<file path="src/rtl/dmem_port_arbiter.sv">
// dmem_port_arbiter: shares the data memory between the CPU and EXT ports with a fixed-latency access sequence
module dmem_port_arbiter #(
  parameter int ADDR_W        = 32,
  parameter int DATA_W        = 32,
  parameter int MEM_LAT       = 1,
  parameter int MAX_CPU_BURST = 4
) (
  input  logic              clk,
  input  logic              rst,
  input  logic              cpu_req,
  input  logic              cpu_we,
  input  logic [ADDR_W-1:0] cpu_addr,
  input  logic [DATA_W-1:0] cpu_wdata,
  output logic [DATA_W-1:0] cpu_rdata,
  output logic              cpu_ack,
  output logic              StallM,
  input  logic              ext_req,
  input  logic              ext_we,
  input  logic [ADDR_W-1:0] ext_addr,
  input  logic [DATA_W-1:0] ext_wdata,
  output logic [DATA_W-1:0] ext_rdata,
  output logic              ext_ack,
  output logic              mem_en,
  output logic              mem_we,
  output logic [ADDR_W-1:0] mem_addr,
  output logic [DATA_W-1:0] mem_wdata,
  input  logic [DATA_W-1:0] mem_rdata
);
  localparam int SW = $clog2(MAX_CPU_BURST + 1);
  typedef enum logic [1:0] {IDLE, ISSUE, WAIT, ACK} state_t;
  state_t            r_state, w_state_nx;
  logic [SW-1:0]     r_streak;
  logic [1:0]        r_cnt;
  logic              r_own_ext;
  logic [DATA_W-1:0] r_rdata;
  logic              w_sat, w_grant, w_grant_ext, w_last;
  assign cpu_rdata = r_rdata;
  assign ext_rdata = r_rdata;
  assign StallM    = cpu_req & ~cpu_ack;
  // arbitration decision and next-state sequencing
  always_comb begin
    w_state_nx  = r_state;
    w_sat       = r_streak == SW'(MAX_CPU_BURST);
    w_grant     = r_state == IDLE && (cpu_req || ext_req);
    w_grant_ext = ext_req && (!cpu_req || w_sat);
    w_last      = r_state == WAIT && r_cnt == 2'd0;
    case (r_state)
      IDLE:    w_state_nx = w_grant ? ISSUE : IDLE;
      ISSUE:   w_state_nx = WAIT;
      WAIT:    w_state_nx = w_last ? ACK : WAIT;
      default: w_state_nx = IDLE;
    endcase
  end
  // state register; reset abandons any in-flight access
  always_ff @(posedge clk or negedge rst) begin
    if (!rst) r_state <= IDLE;
    else r_state <= w_state_nx;
  end
  // access registers, wait counter, fairness streak, read capture and acks
  always_ff @(posedge clk or negedge rst) begin
    if (!rst) begin
      mem_en    <= 1'b0;
      mem_we    <= 1'b0;
      mem_addr  <= '0;
      mem_wdata <= '0;
      cpu_ack   <= 1'b0;
      ext_ack   <= 1'b0;
      r_rdata   <= '0;
      r_streak  <= '0;
      r_cnt     <= '0;
      r_own_ext <= 1'b0;
    end else begin
      mem_en  <= w_grant;
      cpu_ack <= w_last && !r_own_ext;
      ext_ack <= w_last && r_own_ext;
      if (w_grant) begin
        r_own_ext <= w_grant_ext;
        mem_we    <= w_grant_ext ? ext_we : cpu_we;
        mem_addr  <= w_grant_ext ? ext_addr : cpu_addr;
        mem_wdata <= w_grant_ext ? ext_wdata : cpu_wdata;
        r_streak  <= (w_grant_ext || !ext_req) ? '0 : w_sat ? r_streak : r_streak + 1'b1;
      end
      if (r_state == ISSUE) r_cnt <= 2'(MEM_LAT - 1);
      else if (r_state == WAIT && r_cnt != 2'd0) r_cnt <= r_cnt - 2'd1;
      if (w_last && !mem_we) r_rdata <= mem_rdata;
    end
  end
endmodule

</file>
<file path="config.mk">
export PLATFORM = sky130hd
export DESIGN_NAME = dmem_port_arbiter
export DESIGN_NICKNAME = d
export VERILOG_FILES = /design/src/rtl/dmem_port_arbiter.sv
export SDC_FILE = /design/constraint.sdc
export NUM_CORES = 1
export LEC_CHECK = 0
export ABC_AREA = 1
export BUFFER_PORTS_ARGS = -buffer_cell sky130_fd_sc_hd__buf_2
export CORE_UTILIZATION = 41
export DETAILED_ROUTE_END_ITERATION = 8
export PLACE_DENSITY_LB_ADDON = 0.1
export SYNTH_ARGS = -nofsm -noshare
export SYNTH_HDL_FRONTEND = slang
export SYNTH_SLANG_ARGS = --single-unit
</file>
<file path="constraint.sdc">
create_clock -name clk -period 1.6 [get_ports clk]
set_clock_uncertainty 0.2 [all_clocks]
set_input_delay 0.08 -clock clk [delete_from_list [all_inputs] [get_ports clk]]
set_output_delay 0.08 -clock clk [all_outputs]
set_load 0.03 [all_outputs]
</file>
==> out/qor.csv <==
stage,metric,value,unit
status,status,finished with violations,
status,failing checks,negative setup slack,
critical_path,CP Data Required Time,1.63,ns
route,WL final,22.8,mm
critical_path,critical path class,reg2reg,
logic_synthesis,Post-synth EDFFs,0,
logic_synthesis,Synth Flop Type,dfrtp_1,
power,Leak,5.85,nW
critical_path,CP max FO,7,
power,Internal,8.99,mW
timing,worst setup margin,-0.0739,ns
cts,number of buffers created by CTS,9,
placed_design,Final Wtd Congestion,0.781,
final_layout,Layout Nets,1403,
floorplanning,Boundary Pins,299,
floorplanning,initial core utilization,42.5,%
floorplanning,die area,14300,sq um
grt,first-pass GRT wire length,30.9,mm
grt,pin count of the biggest net entering global routing,66,
route,TritonRoute pass-1 iters,5,
floorplanning,die span in y,120,um
power,Seq pwr share,28.0,%
placed_design,DP HPWL,11.3,mm
grt,initial antenna violation count,0,
power,pwr/cell area,1750,nW/um^2
power,NetSw,8.74,mW
final_layout,Multi-input gate area,2370,sq um
timing,Final Hold Vio Count,0,
final_layout,layout cells sized above 1,36.3,%
grt,gr usage total,27.6,%
final_layout,register area,2700,sq um
min_path,hold_sp,ext_req,
cts,clock latency on the worst-skew pair,0.34,ns
logic_synthesis,"top cells by count, synth","nand2_1, inv_1, nand3_1, dfrtp_1, o21ai_0",
final_layout,Area Overhead vs Synth,79.2,%
floorplanning,Core Box Area,13300,sq um
logic_synthesis,async set-reset flop share out of synthesis,100,%
cts,CTS tree,built,
route,Via density,4.85,
route,Routed Antenna Nets,0,
logic_synthesis,synthesized net count,953,
logic_synthesis,Synth area leader,dfrtp_1,
final_layout,"Cell Count, Final, Fillers Out",1412,
logic_synthesis,"FF+latch count, synth",108,
grt,vias in the first global route,6497,
timing,final worst path period share,105,%
logic_synthesis,Syn Std Cell Area,5670,sq um
placed_design,pre-CTS WS,-0.204,ns
floorplanning,row count,42,
logic_synthesis,top-count cell post-synth,nand2_1,
power,Comb power frac,58.8,%
logic_synthesis,top-area cell type share of the netlist area,47.7,%
critical_path,CP startpoint kind,flip-flop,
timing,post-route setup TNS,-0.627,ns
logic_synthesis,sequential area share after synthesis,47.7,%
logic_synthesis,post-synthesis instance total,780,
power,Switching Fraction,49.3,%
cts,"Clk pin slew, worst setup/hold paths",0.08,ns
grt,GRT overflow,0,
route,via count,6850,
timing,max_slew headroom,68.9,%
route,Routed WL per cell,16.1,um
final_layout,Filler cells,931,
job,Max-cap violations,0,
critical_path,WP data arrival,1.71,ns
power,final total power,17.7,mW
power,Peak VDD IR,0.000831,V
timing,RSZ-0062 raised after global routing,yes,
placed_design,PortBufs,298,
cts,clock root buffer,clkbuf_16,
route,DRT iter0 DRCs,410,
placed_design,placed cells,1203,
cts,H-tree Lvls,3,
timing,shortest period the worst path allows,1.67,ns
floorplanning,Die Wd,120,um
power,Clk pwr share,13.3,%
timing,Slew Limit Fails,0,
timing,# setup viols final,36,
logic_synthesis,synth top area cells,"dfrtp_1, nand2_1, nand3_1",
critical_path,crit end category,flip-flop,
logic_synthesis,post-synthesis cell type count,16,
cts,CTS Sinks,108,
cts,clk buf depth,2,
min_path,worst min-delay path class,in2reg,
timing,Worst-Margin Slew,0.467,ns
logic_synthesis,syn avg cell area,7.27,sq um
critical_path,r2r startpoint,r_streak[1],
logic_synthesis,synth warn,0,
timing,Max Freq,597,MHz
critical_path,Crit. Startpoint,r_streak[1],
route,residual DRC count,0,
[area by class of cell]
type / instances / area share (%)
Clock inverter: 5 / 0.641
Inverter: 175 / 6.52
Multi-Input combinational cell: 430 / 23.3
Antenna cell: 1 / 0.0246
Tap cell: 176 / 2.17
Clock buffer: 11 / 2.49
Timing Repair Buffer: 506 / 38.2
Sequential cell: 108 / 26.6
[final timing paths]
path	end	slack (ns)	depth (start not counted)
worst min register to register	mem_wdata[3]	0.27	2
max in group asynchronous	mem_wdata[26]	0.65	3
worst max-delay path	mem_wdata[21]	-0.07	9
min in group asynchronous	mem_addr[4]	0.09	3
worst min-delay path	r_streak[2]	0.03	5
worst max register to register	mem_wdata[21]	-0.07	9
[cell families (layout without fill, tap and decap cells)]
group / after synthesis / in the layout / share of synthesized area [%]
simple gates: 375 / 382 / 27.8
buf+inv: 249 / 697 / 19.1
flops: 108 / 108 / 47.7
compound gates: 40 / 40 / 3.73
fa+ha+maj: 7 / 7 / 1.55
xor+xnor: 1 / 1 / 0.155
other cells: 0 / 1 / 0
[stage by stage]
stage / area [sq um] / util, % / hold slack (ns)
2_1_floorplan: 5730 / - / -0.416
3_3_place_gp: 7270 / 54.5 / -0.313
3_5_place_dp: 7270 / 54.5 / -0.314
4_1_cts: 9430 / 70.6 / 0.0134
5_1_grt: 10200 / 76.1 / 0.0464
6_report: 10200 / 76.1 / 0.0328
[sequential cells by signal (all words and copies together), names as in the netlist]
name and flops:
cpu_ack 1, r_state 2, mem_en 1, mem_we 1
r_own_ext 1, ext_ack 1, mem_addr 32, mem_wdata 32
cpu_rdata 32, r_streak 3, r_cnt 2
[worst max-delay path: stages (launching register included)]
cell and delay, ns:
dfrtp_1 0.39, inv_2 0.10, ha_4 0.15, nand2_4 0.06
nand2_8 0.11, buf_12 0.14, clkbuf_16 0.16, nand3_2 0.07
nand3_1 0.10, nand2_1 0.07
[power groups by stage]
stage | combinational, mW | sequential (mW) | clock [mW]
2_1_floorplan | 3.86 | 7.34 | 0
3_3_place_gp | 8.55 | 4.93 | 0
3_5_place_dp | 8.70 | 4.87 | 0
4_1_cts | 9.22 | 4.89 | 2.41
5_1_grt | 11.1 | 5.10 | 2.49
6_report | 10.4 | 4.96 | 2.35
[timing repair]
action	in CTS	in global routing
hold buffers	164	0
resized for setup	19	99
setup buffers	5	1
cloned	6	17
endpoints found under the hold margin	205	0
pin swaps	4	87
endpoints found under the setup margin	102	102
[routing by layer]
metal	wire [um]	track usage (%)
met1	8540	32.3
met2	11400	47.2
met3	1620	5.75
met4	1280	14.8
met5	0	0
[placed cells by master, fill, tap and decap left out, types with 2 or more instances in the layout]
master and n:
buf_16 3, nand3_4 2, nand2_8 2, buf_12 12, dlygate4sd3_1 164, nor2_1 4, inv_2 5, clkbuf_16 19
nand2_2 2, o21ai_0 24, buf_2 297, nand2_1 229, nand3_2 60, nand3_1 72, buf_6 6, ha_4 2
nand2_4 2, buf_4 13, dfrtp_1 108, inv_4 2, clkbuf_8 2, inv_6 3, or2_4 8, o21ai_1 12
inv_1 168, o21ai_2 2, ha_1 4
(Power assumes the default switching activity.)
